**src/rtl/regdst_hazard_ctrl.sv**
```systemverilog
// RegDst destination select, EX/MEM/WB destination tracking,
// load-use stall detection and registered EX forwarding selects.
module regdst_hazard_ctrl #(
  parameter int REG_W    = 5,
  parameter int CNT_W    = 16,
  parameter bit ZERO_REG = 1'b1
) (
  input  logic             clk,
  input  logic             rst_n,
  input  logic             id_valid,
  input  logic [REG_W-1:0] id_rs,
  input  logic [REG_W-1:0] id_rt,
  input  logic [REG_W-1:0] id_rd,
  input  logic             id_reg_dst,
  input  logic             id_reg_write,
  input  logic             id_mem_read,
  input  logic             id_uses_rs,
  input  logic             id_uses_rt,
  input  logic             flush,
  output logic             stall,
  output logic [1:0]       ex_fwd_a,
  output logic [1:0]       ex_fwd_b,
  output logic             wb_we,
  output logic [REG_W-1:0] wb_dst,
  output logic [CNT_W-1:0] stall_count
);

  typedef struct packed {
    logic             v;
    logic [REG_W-1:0] dst;
    logic             wr;
    logic             ld;
  } slot_t;

  slot_t            r_ex;
  slot_t            r_mem;
  slot_t            r_wb;
  logic [1:0]       r_fwd_a;
  logic [1:0]       r_fwd_b;
  logic [CNT_W-1:0] r_cnt;

  logic [REG_W-1:0] w_id_dst;
  logic             w_id_wr;
  logic             w_ex_a;
  logic             w_ex_b;
  logic             w_mem_a;
  logic             w_mem_b;
  logic             w_stall;
  logic             w_take;
  logic [1:0]       w_fwd_a;
  logic [1:0]       w_fwd_b;

  function automatic logic f_match(
    input slot_t            s,
    input logic [REG_W-1:0] r,
    input logic             uses
  );
    return s.v & s.wr & (s.dst == r) & uses
         & ((r != '0) | !ZERO_REG);
  endfunction

  // destination select, hazard detect and forward select for ID
  always_comb begin
    w_id_dst = id_reg_dst ? id_rd : id_rt;
    w_id_wr  = id_reg_write
             & ((w_id_dst != '0) | !ZERO_REG);
    w_ex_a   = f_match(r_ex, id_rs, id_uses_rs);
    w_ex_b   = f_match(r_ex, id_rt, id_uses_rt);
    w_mem_a  = f_match(r_mem, id_rs, id_uses_rs);
    w_mem_b  = f_match(r_mem, id_rt, id_uses_rt);
    w_stall  = id_valid & !flush & r_ex.ld
             & (w_ex_a | w_ex_b);
    w_take   = id_valid & !flush & !w_stall;
    w_fwd_a  = 2'b00;
    w_fwd_b  = 2'b00;
    if (w_ex_a && !r_ex.ld) w_fwd_a = 2'b10;
    else if (w_mem_a)       w_fwd_a = 2'b01;
    if (w_ex_b && !r_ex.ld) w_fwd_b = 2'b10;
    else if (w_mem_b)       w_fwd_b = 2'b01;
  end

  // stage slots shift every cycle; stall/flush inject a bubble
  always_ff @(posedge clk) begin
    if (!rst_n) begin
      r_ex    <= '0;
      r_mem   <= '0;
      r_wb    <= '0;
      r_fwd_a <= 2'b00;
      r_fwd_b <= 2'b00;
    end else begin
      r_mem <= r_ex;
      r_wb  <= r_mem;
      if (w_take) begin
        r_ex.v   <= 1'b1;
        r_ex.dst <= w_id_dst;
        r_ex.wr  <= w_id_wr;
        r_ex.ld  <= id_mem_read;
        r_fwd_a  <= w_fwd_a;
        r_fwd_b  <= w_fwd_b;
      end else begin
        r_ex    <= '0;
        r_fwd_a <= 2'b00;
        r_fwd_b <= 2'b00;
      end
    end
  end

  // saturating stall-cycle counter
  always_ff @(posedge clk) begin
    if (!rst_n) begin
      r_cnt <= '0;
    end else if (w_stall && (r_cnt != '1)) begin
      r_cnt <= r_cnt + 1'b1;
    end
  end

  assign stall       = w_stall;
  assign ex_fwd_a    = r_fwd_a;
  assign ex_fwd_b    = r_fwd_b;
  assign wb_we       = r_wb.v & r_wb.wr;
  assign wb_dst      = r_wb.dst;
  assign stall_count = r_cnt;

endmodule

```
**config.mk**
```make
export PLATFORM = sky130hd
export DESIGN_NAME = regdst_hazard_ctrl
export DESIGN_NICKNAME = d
export VERILOG_FILES = /design/src/rtl/regdst_hazard_ctrl.sv
export SDC_FILE = /design/constraint.sdc
export NUM_CORES = 1
export LEC_CHECK = 0
export CORE_MARGIN = 2
export CORE_UTILIZATION = 57
export CTS_BUF_LIST = sky130_fd_sc_hd__clkbuf_4 sky130_fd_sc_hd__clkbuf_8
export CTS_CLUSTER_DIAMETER = 150
export DETAILED_ROUTE_END_ITERATION = 7
export DONT_BUFFER_PORTS = 1
export PLACE_DENSITY = 0.72
export SYNTH_ARGS = -nofsm -noshare
export SYNTH_HDL_FRONTEND = slang
export SYNTH_SLANG_ARGS = --single-unit
export TNS_END_PERCENT = 30
```
**constraint.sdc**
```tcl
create_clock -name clk -period 2.46 [get_ports clk]
set_input_delay 0.246 -clock clk [delete_from_list [all_inputs] [get_ports clk]]
set_output_delay 0.246 -clock clk [all_outputs]
set_load 0.02 [all_outputs]
```
# Word-level counts from Yosys, hierarchy flattened
# Index checks and enable logic that the tools add are counted.
[classes]
n_eq_ne = 5
add_sub_neg = 1
n_reduce_logical = 12
bitwise = 23
muxes = 6
[op_table]
columns = ["cell", "count"]
rows = [
  ["$and 1x1->1", 20],
  ["$eq 5x5->1", 4],
  ["$add 16x1->16 const B", 1],
  ["$ne 16x16->1 const B", 1],
  ["$reduce_bool 5->1", 3],
  ["$mux 8", 1],
  ["$reduce_or 3->1", 2],
  ["$mux 5", 1],
  ["$mux 2", 2],
  ["$logic_and 1x1->1", 3],
  ["$logic_not 1->1", 3],
  ["$mux 1", 2],
  ["$not 1->1", 2],
  ["$reduce_and 2->1", 1],
  ["$or 1x1->1", 1],
]
[word_totals]
out_inout_bits = 27
register_bits = 42

# Depth between registers and ports, before layout
[logic_depth]
word_depth = 10
ltp_mapped = 8
ltp_nobuf = 7

# Worst setup path after synthesis
# Ideal clock, no wire load.
[synth_path]
kind = "register to register"
start = "reg r_cnt[5], in the netlist stall_count[5]"
end = "reg r_cnt[14], in the netlist stall_count[14]"
period_less_slack_ns = 2.049
stages_incl_launch_ff = 7
t_arrival_ns = 1.980
t_required_ns = 2.390
path_slack_ns = 0.411
setup_ns = 0.070
cell_sequence = "dfxtp_1 > nand4_2 > or2_1 > buf_6 > or3_1 > or4_1 > a21oi_1"
[synth_between]
elab_chain_len = 2
word_cells_on_any_way = 3
[synth_lines]
columns = ["element", "line", "text"]
rows = [
  ["start: declaration", "40", "logic [CNT_W-1:0] r_cnt;"],
  ["start signal: assignment", "113", "r_cnt <= r_cnt + 1'b1;"],
  ["parallel branches: the longest is 2 deep, another holds $add 16x1->16", "-", ""],
]
# Parallel ways; which one is timed is not known.
# A chain may end at the register's enable or synchronous reset.

# Final worst setup path
[layout_path]
start = "reg r_cnt[4], in the netlist stall_count[4]"
end = "reg r_cnt[15], in the netlist stall_count[15]"
# Same word-level chain as after synthesis.

==> out/summary.txt <==
site row count -> 21
layout cells sized above 1 -> 12.0%
initial antenna violation count -> 0
Via density -> 5.94
core region area -> 0.00334 mm^2
Syn-to-layout area delta -> 7.75%
Setup Total Neg Slack -> 0 ns
First-pass DRT Iterations -> 4
commonest non-fill, non-tap cells in the layout -> 42 x dfxtp_1, 15 x and2_1, 14 x xnor2_1, 14 x a21oi_1
total grt overflow -> 0
PwrDens -> 615 mW/mm^2
DR iter-0 viols -> 84
Ys Warns -> 0
Synth Net Count -> 237
GRT Util Overall -> 21.5%
Die W -> 63.0 um
largest net degree at the start of global routing -> 20
Cell Area, Synth -> 0.00199 mm^2
Worst Hold End -> r_mem[2]
DP Worst Slack -> 0.251 ns
HPWL Detailed -> 3120 um
Hold Crit Class -> primary input to register
CP Max Fanout -> 7
CP Launch Type -> register
r2r setup slk -> 0.20 ns
# DRC -> 0
Max Freq -> 443 MHz
first-pass GRT wire length -> 6840 um
Synth Instances -> 212
CTS Buf Count -> 5
Worst VDD drop -> 0.000293 V
Seq/Total Area, Yosys -> 42.3%
Routed WL -> 4040 um
n_diodes -> 0
synthesized flop and latch total -> 42
HP Start -> rst_n
Routed Antenna Nets -> 0
Sink Count -> 42
most common cell after layout, fill and taps aside -> dfxtp_1
port buffer count -> 0
Hold Vio Cnt, Final -> 0
Worst setup EP type -> register
unrepaired setup endpoints after global routing -> no
Worst-Skew Late Latency -> 0.34 ns
Avg Cell Area, Syn -> 9.37 um^2
post-layout min period -> 2.26 ns
CTS tree -> built
hold depth -> 1
Slew Limit Headroom -> 55.3%
largest buffer count on any clock path -> 2
routability cong. -> 0.881
Reg clk slew, reported paths -> 0.12 ns
P_leak -> 0.718 nW
vias -> 1557
Starting Density -> 59.5%
status -> finished clean
H-tree depth -> 2
post-synth cell types -> 40
Worst Path Required -> 2.73 ns
maxcap violations -> 0
Setup Viol. Count Final -> 0
R2R Path Start -> stall_count[4]
design area -> 0.00214 mm^2
fin crit share -> 91.8%
nets@finish -> 240
Routed WL per cell -> 15.4 um
cells on worst reg2reg path -> 6
clock skew -> 0.00613 ns
root buffer cell -> clkbuf_4
vias in the first global route -> 1562
worst r2r dst -> stall_count[15]
Placed Area -> 0.00199 mm^2
fin. max-slew vios -> 0
WP data arrival -> 2.53 ns
crit path kind -> register to register
die area -> 0.00397 mm^2
worst-margin pin slew -> 0.671 ns
Ports -> 51
Final WS setup -> 0.202 ns
Chip Height -> 63.0 um
-- worst max-delay path by stage --
stage | startpoint | to | slack [ns] | depth (start not counted)
4_1_cts | r_ex[4] | stall | 0.20 | 6
3_3_place_gp | stall_count[4] | stall_count[15] | 0.34 | 6
2_1_floorplan | stall_count[5] | stall_count[14] | 0.41 | 6
6_report | stall_count[4] | stall_count[15] | 0.20 | 6
3_5_place_dp | stall_count[4] | stall_count[15] | 0.25 | 6
5_1_grt | r_ex[6] | stall | 0.02 | 6
-- metrics by stage --
stage	std cells	power, W	hold slack, ns	utilization (%)
2_1_floorplan	212	0.000764	0.358	-
3_3_place_gp	250	0.000764	0.361	59.5
3_5_place_dp	250	0.000766	0.364	59.5
4_1_cts	259	0.00132	0.0179	63.1
5_1_grt	262	0.00137	0.00487	64.1
6_report	262	0.00132	0.0346	64.1
-- power by group --
part | leakage, nW | internal (W) | switching [W] | total [W]
Sequential | 0.339 | 0.000688 | 0.00000804 | 0.000696
Combinational | 0.320 | 0.0000300 | 0.0000291 | 0.0000591
Clock | 0.0585 | 0.000344 | 0.000216 | 0.000560
Total | 0.718 | 0.00106 | 0.000253 | 0.00132
-- flip-flops by register name, indices dropped and copies added (netlist names) --
name	flops
stall_count	16
ex_fwd_a	2
r_mem	7
wb_dst	5
ex_fwd_b	2
r_ex	8
r_wb	2
-- routing by layer --
metal / part of all wire [%] / global-route usage (%) / vias up
met5: 0 / 0 / -
met4: 2.4 / 9.44 / 0
met3: 7.3 / 8.29 / 12
met2: 52 / 37.5 / 53
met1: 38 / 23.0 / 724
li1: - / - / 768
-- cells by family (layout without fill, tap and decap cells) --
logic type / Yosys count / count (layout) / share of synthesized area [%]
AO/OA/AOI/OAI: 36 / 36 / 11.5
XOR/XNOR: 22 / 22 / 9.70
multiplexers: 5 / 5 / 2.52
adder cells (fa/ha/maj): 1 / 1 / 0.630
flip-flops: 42 / 42 / 42.3
AND/OR/NAND/NOR: 89 / 89 / 28.0
buffers and inverters: 17 / 21 / 5.35
-- area by class of cell --
type | instances | area (um^2)
inverter | 5 | 18.8
fill | 298 | 1200
timing repair buffer | 8 | 65.1
clock inverter | 2 | 60.1
clock buffer | 6 | 51.3
tap | 46 | 57.6
multi-input combinational | 153 | 1050
sequential | 42 | 841
-- critical path: stages, from the launching register on --
cell and delay, ns:
dfxtp_1 0.56, nand4_2 0.18, or2_1 0.34, nor4_2 0.34, o2111ai_1 0.23, or3_1 0.40
a21oi_1 0.14
-- synthesized netlist by cell type (all sizes together) --
cell type	count	area, um^2
nor3	9	50.1
or3	6	37.5
or2	2	12.5
a21oi	14	70.1
nor4	4	61.3
nor3b	1	7.51
inv	5	18.8
nand3	9	45.0
dfxtp	42	841
and2	15	93.8
nand2	11	41.3
o21ai	10	61.3
clkbuf	3	22.5
ha	1	12.5
o2111a	1	11.3
or4	11	82.6
or4b	1	10.0
o31ai	8	60.1
nor2	11	43.8
nor2b	1	13.8
buf	9	65.1
xnor2	14	123
o211ai	1	7.51
mux2i	5	50.1
o2111ai	2	17.5
nand4	8	56.3
xor2	8	70.1
-- timing repair --
| item | 4_1_cts | 5_1_grt |
|---|---|---|
| endpoints found under the setup margin | 0 | 1 |
| hold buffers | 1 | 1 |
| endpoints found under the hold margin | 1 | 5 |
| buffers inserted | 0 | 2 |
| gates resized for setup | 0 | 1 |
Note: power is estimated with default switching activity, not from simulation.
